## src/rtl/uart_pkg.sv

```systemverilog
// Shared UART definitions for the receive and transmit stages.
//   rx_state_t               : receiver FSM state encoding
//   CLOCKS_PER_PULSE_DEFAULT : default system clocks per serial bit
//   DATA_BITS / STOP_LEVEL   : 8N1 frame constants
package uart_pkg;

    localparam int   CLOCKS_PER_PULSE_DEFAULT = 16;
    localparam int   DATA_BITS                = 8;
    localparam logic STOP_LEVEL               = 1'b1;

    typedef enum logic [2:0] {
        RX_IDLE,
        RX_START,
        RX_DATA,
        RX_STOP,
        RX_BREAK
    } rx_state_t;

endpackage

```

## src/rtl/sync_2ff.sv

```systemverilog
// Generic two-flop synchronizer for signals asynchronous to clk.
//   clk : destination clock
//   rst : asynchronous active-high reset; both flops load RESET_VALUE
//   d   : asynchronous input
//   q   : synchronized output, two clk cycles behind d
module sync_2ff #(
    parameter int               WIDTH       = 1,
    parameter logic [WIDTH-1:0] RESET_VALUE = '0
) (
    input  logic             clk,
    input  logic             rst,
    input  logic [WIDTH-1:0] d,
    output logic [WIDTH-1:0] q
);

    logic [WIDTH-1:0] meta;

    // NOTE: non-blocking assignments here so both flops sample their inputs
    // from before the edge; blocking would collapse the chain into one stage.
    always_ff @(posedge clk or posedge rst) begin
        if (rst) begin
            meta <= RESET_VALUE;
            q    <= RESET_VALUE;
        end else begin
            meta <= d;
            q    <= meta;
        end
    end

endmodule

```

## src/rtl/uart_receiver.sv

```systemverilog
// UART 8N1 receive stage: serial rx line to parallel bytes.
//   clk         : system clock, rising edge
//   rst         : asynchronous active-high reset
//   rx          : serial input, idle high, asynchronous to clk
//   data_out    : last correctly framed byte, held until the next good frame
//   data_valid  : one-cycle pulse when data_out is updated
//   frame_error : one-cycle pulse when the stop bit is sampled low
//   rx_busy     : high whenever the FSM is outside RX_IDLE
module uart_receiver
    import uart_pkg::*;
#(
    parameter int CLOCKS_PER_PULSE = CLOCKS_PER_PULSE_DEFAULT
) (
    input  logic       clk,
    input  logic       rst,
    input  logic       rx,
    output logic [7:0] data_out,
    output logic       data_valid,
    output logic       frame_error,
    output logic       rx_busy
);

    localparam int             CW        = $clog2(CLOCKS_PER_PULSE);
    localparam logic [CW-1:0]  HALF_LAST = CW'(CLOCKS_PER_PULSE / 2 - 1);
    localparam logic [CW-1:0]  BIT_LAST  = CW'(CLOCKS_PER_PULSE - 1);
    localparam logic [2:0]     IDX_LAST  = 3'(DATA_BITS - 1);

    logic                 rx_sync;
    rx_state_t            state, state_next;
    logic [CW-1:0]        clk_count, clk_count_next;
    logic [2:0]           bit_idx, bit_idx_next;
    logic [DATA_BITS-1:0] shift_reg, shift_reg_next;
    logic [7:0]           data_out_next;
    logic                 data_valid_next, frame_error_next;

    // Line idles high, so the synchronizer resets to 1 to avoid a false start.
    sync_2ff #(
        .WIDTH       (1),
        .RESET_VALUE (1'b1)
    ) u_rx_sync (
        .clk (clk),
        .rst (rst),
        .d   (rx),
        .q   (rx_sync)
    );

    always_ff @(posedge clk or posedge rst) begin
        if (rst) begin
            state       <= RX_IDLE;
            clk_count   <= '0;
            bit_idx     <= '0;
            shift_reg   <= '0;
            data_out    <= 8'h00;
            data_valid  <= 1'b0;
            frame_error <= 1'b0;
            rx_busy     <= 1'b0;
        end else begin
            state       <= state_next;
            clk_count   <= clk_count_next;
            bit_idx     <= bit_idx_next;
            shift_reg   <= shift_reg_next;
            data_out    <= data_out_next;
            data_valid  <= data_valid_next;
            frame_error <= frame_error_next;
            // Registered from the next state so it tracks state exactly.
            rx_busy     <= (state_next != RX_IDLE);
        end
    end

    // NOTE: every output of this block is given a default first, so no path
    // leaves a variable unassigned and no latch is inferred.
    always_comb begin
        state_next       = state;
        clk_count_next   = clk_count;
        bit_idx_next     = bit_idx;
        shift_reg_next   = shift_reg;
        data_out_next    = data_out;
        data_valid_next  = 1'b0;
        frame_error_next = 1'b0;

        case (state)
            RX_IDLE: begin
                if (!rx_sync) begin
                    state_next     = RX_START;
                    clk_count_next = '0;
                end
            end

            // Re-check the line at mid start bit to reject short glitches.
            RX_START: begin
                if (clk_count == HALF_LAST) begin
                    if (!rx_sync) begin
                        state_next     = RX_DATA;
                        clk_count_next = '0;
                        bit_idx_next   = '0;
                    end else begin
                        state_next     = RX_IDLE;
                    end
                end else begin
                    clk_count_next = clk_count + CW'(1);
                end
            end

            // Sampling is aligned to mid-bit because the count started there.
            RX_DATA: begin
                if (clk_count == BIT_LAST) begin
                    shift_reg_next = {rx_sync, shift_reg[DATA_BITS-1:1]};
                    clk_count_next = '0;
                    if (bit_idx == IDX_LAST) begin
                        state_next   = RX_STOP;
                    end else begin
                        bit_idx_next = bit_idx + 3'd1;
                    end
                end else begin
                    clk_count_next = clk_count + CW'(1);
                end
            end

            // Leaving at mid stop bit leaves half a bit of margin for a
            // back-to-back start edge or a slightly fast transmitter.
            RX_STOP: begin
                if (clk_count == BIT_LAST) begin
                    clk_count_next = '0;
                    if (rx_sync == STOP_LEVEL) begin
                        data_out_next   = shift_reg;
                        data_valid_next = 1'b1;
                        state_next      = RX_IDLE;
                    end else begin
                        frame_error_next = 1'b1;
                        state_next       = RX_BREAK;
                    end
                end else begin
                    clk_count_next = clk_count + CW'(1);
                end
            end

            // A line held low after a bad stop bit must not look like a start.
            RX_BREAK: begin
                if (rx_sync) begin
                    state_next = RX_IDLE;
                end
            end

            default: begin
                state_next = RX_IDLE;
            end
        endcase
    end

endmodule

```

## config.mk

```make
export PLATFORM = sky130hd
export DESIGN_NAME = uart_receiver
export DESIGN_NICKNAME = d
export VERILOG_FILES = /design/src/rtl/uart_pkg.sv /design/src/rtl/sync_2ff.sv /design/src/rtl/uart_receiver.sv
export SDC_FILE = /design/constraint.sdc
export NUM_CORES = 1
export LEC_CHECK = 0
export ABC_AREA = 1
export BUFFER_PORTS_ARGS = -buffer_cell sky130_fd_sc_hd__buf_2
export CORE_AREA = 2 2 56 58
export DETAILED_ROUTE_END_ITERATION = 8
export DIE_AREA = 0 0 58 60
export PLACE_DENSITY = 0.73
export SETUP_SLACK_MARGIN = 0.02
export SYNTH_ARGS = -nofsm -noshare
export SYNTH_HDL_FRONTEND = slang
export SYNTH_SLANG_ARGS = --single-unit
```

## constraint.sdc

```tcl
create_clock -name clk -period 2.77 [get_ports clk]
set_input_delay 0.831 -clock clk [delete_from_list [all_inputs] [get_ports clk]]
set_output_delay 0.831 -clock clk [all_outputs]
set_load 0.01 [all_outputs]
```

== Yosys cells after proc, flatten, opt, wreduce, memory -nomap -nowiden ==
Index checks and enable logic that the tools add are counted.

* Bits in registers: 31
* Output and inout bits: 11
* Word-level logic and storage cells: 55
* Input bits: 3

* Reductions and logical operators: 8
* Equality and inequality tests: 11
* Add/sub/neg operators: 2
* Mux-type cells: 24

{| class="wikitable"
|+ Operators by type and width
! cell !! count
|-
| 2-to-1 mux 3 bit || 11
|-
| case mux 3 bit (5 select lines) || 1
|-
| 2-to-1 mux 4 bit || 3
|-
| case mux 4 bit (3 select lines) || 1
|-
| != test 2 bit, second input constant || 4
|-
| equality test 3 x 2 -> 1 bit, second input constant || 2
|-
| equality test 3 bit, second input constant || 2
|-
| 2-to-1 mux 1 bit || 6
|-
| case mux 3 bit (2 select lines) || 1
|-
| nonzero test 3 bit || 2
|-
| AND reduction 5 bit || 1
|-
| adder 4 x 1 -> 4 bit, second input constant || 1
|-
| equality test 4 x 3 -> 1 bit, second input constant || 1
|-
| equality test 4 bit, second input constant || 1
|-
| adder 3 x 1 -> 3 bit, second input constant || 1
|-
| equality test 3 x 1 -> 1 bit, second input constant || 1
|-
| logical NOT 3 bit || 1
|-
| AND reduction 3 bit || 1
|-
| 2-to-1 mux 2 bit || 1
|-
| AND reduction 2 bit || 1
|-
| nonzero test 2 bit || 1
|-
| OR reduction 2 bit || 1
|}

== Depth between registers and ports, before layout ==
Gate-level depths: netlist of run 1.

* Depth after elaboration: 5
* Mapped depth: 8
* Mapped depth without buffers: 8

== Modules after synthesis ==
From an unflattened synthesis of run 1, not the netlist that was laid out.

* Cell total of the unflattened synthesis: 158
* Area, all modules: 1436.4 um^2

{| class="wikitable"
|+ Modules (own cells, without submodules)
! module !! instances !! area each (um^2) !! cells each !! sequential area each (um^2)
|-
| uart_receiver || 1 || 1380.1 || 155 || 725.7
|-
| sync_2ff || 1 || 56.3 || 3 || 52.6
|}

== Worst setup path after synthesis of run 1 ==
Ideal clock, no wire load.

* Kind: reg2reg
* From: reg clk_count[0]
* To: reg shift_reg[0]
* Data required time: 2.696 ns
* Slack: 1.447 ns
* Arrival: 1.249 ns
* Buffers on the path: 1
* Setup time: 0.074 ns
* Stages on the path, launching flop included: 8
* Clock period less this slack: 1.323 ns
* Path through: dfrtp_1 > ha_1 > nand3_4 > clkinv_2 > nand2_4 > buf_6 > nand2_1 > o21ai_2

* Cells in the longest elaborated chain, start to end: 2

{| class="wikitable"
|+ RTL lines
! what !! line !! source
|-
| start, declared || uart_receiver.sv:30 || <nowiki>logic [CW-1:0] clk_count, clk_count_next;</nowiki>
|-
| start signal, assigned || uart_receiver.sv:59 || <nowiki>clk_count <= clk_count_next;</nowiki>
|-
| equality test 4 bit || uart_receiver.sv:106 || <nowiki>if (clk_count == BIT_LAST) begin</nowiki>
|-
| AND reduction 2 bit (no line) || -- ||
|-
| end signal, assigned || uart_receiver.sv:61 || <nowiki>shift_reg <= shift_reg_next;</nowiki>
|-
| end, declared || uart_receiver.sv:32 || <nowiki>logic [DATA_BITS-1:0] shift_reg, shift_reg_next;</nowiki>
|}

Every way passes these cells.
A chain may end at the register's enable or synchronous reset.

== Worst setup path in the final report of run 1 ==
* From: reg data_out[3]
* To: out data_out[3]

{| class="wikitable"
|+ RTL lines
! what !! line !! source
|-
| start, declared || uart_receiver.sv:17 || <nowiki>output logic [7:0] data_out,</nowiki>
|-
| start signal, assigned || uart_receiver.sv:62 || <nowiki>data_out <= data_out_next;</nowiki>
|}

No word-level cell between the ends.

==> impl_metrics.py, run 1 <==
metrics = {
    "synthesis": {
        "syn_inst": 169,
        "synth_cell_types": 25,
        "syn_nets": 175,
        "synth_seq_area_share_pct": 50.4,
        "yosys_register_bits": 31,
        "yosys.area.top_type": "dfrtp_1",
        "netlist_area_mm2": 0.00154,
        "yosys_warnings": 0,
        "avgSynthCellArea_um2": 9.13,
        "yosys-top-cells-area": "dfrtp_1 47%, nand2_1 11%, o21ai_2 9.1%",
        "synth.top_cell.area_share_pct": 47.0,
    },
    "cells_and_area": {
        "nets": 193,
        "drive_above_1_share_pct": 29.3,
        "area_delta_synth_final_pct": 11.2,
        "final_cell_mix": "46 x nand2_1, 29 x dfrtp_1, 20 x inv_1",
        "n_fill_cell": 270,
        "layout_commonest_cell": "nand2_1",
        "fin_cells": 221,
        "diodes": 0,
        "finish.utilization_pct": 59.1,
    },
    "cts": {
        "cts_tree": "yes",
        "ctsResizeCount": 0,
        "cts_buffer_depth": 2,
        "cts_hold_buf": 0,
        "clk_latency_ps": 310,
        "ctsHtreeMaxLevel": 2,
        "cts_buffers": 5,
        "clock_sinks": 31,
        "clk_pin_slew_ps": 100,
        "clockRootBuffer": "clkbuf_4",
        "cts_setup_buffers": 0,
    },
    "critical_path": {
        "critPathSlowestCell": "dfrtp_1",
        "startpoint_type": "register",
        "arrival_ps": 850,
        "end_kind": "primary output",
        "critPathMaxFanout": 2,
        "crit_type": "register to primary output",
        "path_cells": "buf_2",
        "crit_family": "flip-flops",
        "cp.required_ps": 1940,
        "slowest_delay_ps": 400,
        "critPathBufInv": 1,
    },
    "sta": {
        "worst_pin_slew_ps": 376,
        "final_max_slew_viol_count": 0,
        "fin_crit_sh_pct": 60.6,
        "max_freq_ghz": 0.596,
        "hold_violations": 0,
        "clock_skew_ps": 7.67,
        "maxSlewHeadroom_pct": 74.9,
        "setup_violations": 0,
        "fin_crit_ps": 1680,
        "rsz0062_at_grt": "false",
        "fin_tns_setup_ps": 0,
    },
    "drt": {
        "via_per_inst": 5.08,
        "wirelength_um": 2520,
        "ant_nets": 0,
        "vias": 1122,
        "drc": 0,
        "dr.pass1.iters": 4,
        "drtIter0Drc": 26,
        "wire_per_inst_um": 11.4,
    },
    "placed_design": {
        "portBuffers": 13,
        "hpwl_um": 1920,
        "place_inst": 213,
        "gp_congestion": 0.883,
    },
    "power": {
        "p_leak_uw": 0.000885,
        "vdd_drop_max_uv": 642,
        "power_density_mw_per_mm2": 863,
    },
    "floorplanning": {
        "fp.dieH_um": 60,
        "die_w_um": 58,
        "fp-row-count": 20,
        "initial_core_util_pct": 53.1,
        "core_mm2": 0.00290,
        "die_area_mm2": 0.00348,
        "io_pins": 14,
    },
    "global_routing": {
        "grt_pass1_vias": 1094,
        "grt_usage_pct": 17.3,
        "grt_pass1_wl_um": 4530,
        "grt_max_degree": 32,
        "gr-total-overflow": 0,
        "antenna_found_initial": 0,
    },
    "hold_path": {
        "hp-class": "register to register",
    },
    "run_status": {
        "status": "completed",
    },
    "job": {
        "max-cap-violations": 0,
    },
}
## final cells by class
cell class / instances / area (um^2) / share of cell area, %
sequential: 31 / 778 / 45.4
timing repair buffer: 14 / 72.6 / 4.23
clock buffer: 6 / 51.3 / 2.99
tap: 33 / 41.3 / 2.41
multi-input combinational: 112 / 649 / 37.9
inverter: 23 / 87.6 / 5.11
clock inverter: 2 / 35.0 / 2.04
## per-stage QoR
step,hold slack [ps],area (um^2),total power [uW],setup slack [ps]
finish,362,1720,1480,1090
global route,370,1720,1610,1040
detailed placement,349,1630,1130,1230
global placement,346,1630,1110,1280
CTS,363,1720,1500,1070
floorplan,345,1540,1040,1280
## Yosys cell counts
cell type and number:
nand2_1 46, dfrtp_1 29, inv_1 20, o21ai_2 16
nor2_1 14, nand3_1 10, nand4_1 5, ha_1 3
nand2_4 3, a21oi_1 2, buf_6 2, dfstp_2 2
inv_2 2, nand2_2 2, nand3_4 2, nor2_4 2
buf_2 1, clkinv_2 1, nand3_2 1, nand3b_1 1
nor2_2 1, o21ai_0 1, o31ai_1 1, or2_2 1
xor2_1 1
## cells by family (layout without fill, tap and decap cells)
logic type,after synthesis,count (layout),share of synthesized area (%)
buffers and inverters,26,45,7.46
AO/OA/AOI/OAI,20,20,10.5
flip-flops,31,31,50.4
adder cells (fa/ha/maj),3,3,2.43
AND/OR/NAND/NOR,88,88,28.5
XOR/XNOR,1,1,0.568
## final timing paths
check                                from            to  cells past startpoint  slack [ps]
max                           data_out[3]   data_out[3]                      1        1090
min                        u_rx_sync.meta   u_rx_sync.q                      0         360
max reg2reg                  clk_count[0]       rx_busy                      7        1200
min reg2reg                u_rx_sync.meta   u_rx_sync.q                      0         360
max in group asynchronous             rst   u_rx_sync.q                      3        1880
min in group asynchronous             rst  clk_count[2]                      3         580
## where the power goes
part / leakage (uW) / internal, uW / switching (uW)
registers: 0.000406 / 533 / 81.3
logic: 0.000430 / 186 / 323
clock network: 0.0000482 / 213 / 145
total: 0.000885 / 932 / 549
## layer usage
metal | vias to the layer above | track usage [%] | part of all wire [%] | wire length [um]
met2 | 18 | 29.4 | 50 | 1270
met1 | 527 | 20.8 | 46 | 1150
li1 | 573 | - | - | -
met3 | 4 | 4.55 | 2.8 | 70
met5 | - | 0 | 0 | 0
met4 | 0 | 7.64 | 1.3 | 32
Power figures use the tool's default switching activity.
==> run 2, diff against run 1 <==
- CORE_AREA: 2 2 56 58 -> 2 2 58 60
- DIE_AREA: 0 0 58 60 -> 0 0 60 62
- PLACE_DENSITY: 0.73 -> 0.72
- clock period: 2.77 -> 1.53 ns (I/O delays scaled with it)
==> run 2 against run 1 <==
  * Setup slack lost 990 ps
  * Non-clock buffer count rose by 1
  * Core utilization fell by 3.8 points
==> impl_metrics.py, run 2 (synthesis gave the netlist of run 1 again) <==
metrics = {
    "cts": {
        "ctsHtreeMaxLevel": 2,
        "cts_tree": "yes",
        "clock_sinks": 31,
        "cts_buffer_depth": 2,
        "clockRootBuffer": "clkbuf_4",
        "cts_setup_buffers": 0,
        "cts_hold_buf": 0,
        "cts_buffers": 5,
        "clk_pin_slew_ps": 110,
        "clk_latency_ps": 330,
    },
    "sta": {
        "fin_tns_setup_ps": 0,
        "rsz0062_at_grt": "false",
        "setup_violations": 0,
        "maxSlewHeadroom_pct": 73.9,
        "final_max_slew_viol_count": 0,
        "clock_skew_ps": 8.96,
        "worst_slack_ps": 103,
        "max_freq_ghz": 0.701,
        "fin_crit_ps": 1430,
        "fin_crit_sh_pct": 93.2,
        "hold_violations": 0,
        "worst_pin_slew_ps": 392,
    },
    "cells_and_area": {
        "layout_commonest_cell": "nand2_1",
        "nets": 195,
        "diodes": 0,
        "area_delta_synth_final_pct": 13.9,
        "finish.utilization_pct": 55.3,
        "stdcell_area_mm2": 0.00176,
        "drive_above_1_share_pct": 30.5,
        "fin_cells": 236,
        "final_cell_mix": "46 x nand2_1, 29 x dfrtp_1, 20 x inv_1",
    },
    "critical_path": {
        "rr_worst_depth": 6,
        "reg2reg_slack_ps": 100,
        "critPathMaxFanout": 4,
        "end_kind": "register",
        "reg2reg_from": "bit_idx[0]",
        "slowest_delay_ps": 410,
        "crit_type": "register to register",
        "cp.required_ps": 1770,
        "path_cells": "ha_1, ha_1, o21ai_2, nand3_2, nand2_1, nand2_1",
        "startpoint_type": "register",
        "r2r_end": "bit_idx[1]",
        "arrival_ps": 1660,
        "critPathSlowestCell": "dfrtp_1",
    },
    "global_routing": {
        "grt_usage_pct": 17.2,
        "grt_pass1_wl_um": 4670,
        "gr-total-overflow": 0,
        "grt_pass1_vias": 1089,
        "antenna_found_initial": 0,
        "grt_max_degree": 32,
    },
    "floorplanning": {
        "initial_core_util_pct": 48.5,
        "fp-row-count": 21,
        "core_mm2": 0.00318,
        "die_w_um": 60,
        "die_area_mm2": 0.00372,
        "io_pins": 14,
        "fp.dieH_um": 62,
    },
    "placed_design": {
        "gp_congestion": 0.893,
        "hpwl_um": 1950,
        "postPlaceCellArea_mm2": 0.00167,
        "place_inst": 227,
        "pre_cts_slack_ps": 44.9,
        "portBuffers": 13,
    },
    "drt": {
        "drc": 0,
        "vias": 1153,
        "wire_per_inst_um": 12.1,
        "ant_nets": 0,
        "via_per_inst": 4.89,
        "wirelength_um": 2850,
        "dr.pass1.iters": 4,
        "drtIter0Drc": 24,
    },
    "power": {
        "power_density_mw_per_mm2": 1490,
        "vdd_drop_max_uv": 769,
        "p_leak_uw": 0.000883,
    },
    "run_status": {
        "status": "completed",
    },
    "hold_path": {
        "hp-class": "input pin to asynchronous set/reset pin",
    },
    "job": {
        "max-cap-violations": 0,
    },
}
## run 2: power breakdown
part,total [uW],internal [uW],switching [uW]
registers,1120,965,151
logic,951,349,602
clock network,561,268,293
## run 2: layout make-up
cell class | instances | area, um^2
fillers | 300 | 1420
flip-flops and latches | 31 | 778
multi-input cells | 113 | 669
repair buffers | 15 | 92.6
inverters | 23 | 87.6
clock buffers | 7 | 65.1
well taps | 46 | 57.6
clock inverters | 1 | 7.51
## run 2: timing repair
action	in CTS	in global routing
hold endpoints to repair	0	0
resized for setup	0	2
setup endpoints to repair	0	11
## run 2: worst max path at each step
stage / to / slack [ps] / startpoint / cells after the start
after floorplan: shift_reg[0] / 210 / clk_count[0] / 7
after global placement: data_out[0] / 90 / clk_count[0] / 7
after detailed placement: data_out[3] / 40 / clk_count[1] / 6
after CTS: data_out[3] / 30 / clk_count[1] / 6
after global routing: rx_busy / 20 / clk_count[0] / 7
final: bit_idx[1] / 100 / bit_idx[0] / 6
## run 2: per-stage QoR
step	hold WS [ps]	total power, uW
after detailed placement	351	2050
after global routing	180	2860
after floorplan	345	1880
after global placement	348	2020
after CTS	188	2620
final	184	2630
## run 2: layer usage
metal | vias up | wire length, um | global-route usage, %
met1 | 555 | 1260 | 21.1
met4 | 0 | 0 | 4.76
met3 | 0 | 84 | 6.83
met2 | 14 | 1500 | 28.3
met5 | - | 0 | 0
li1 | 584 | - | -
## run 2: critical path: cells and delay by family, from the launching register on
family | cells | cell delay, ps
adder cells (fa/ha/maj) | 2 | 430
AO/OA/AOI/OAI | 1 | 240
AND/OR/NAND/NOR | 3 | 240
flip-flops | 1 | 410
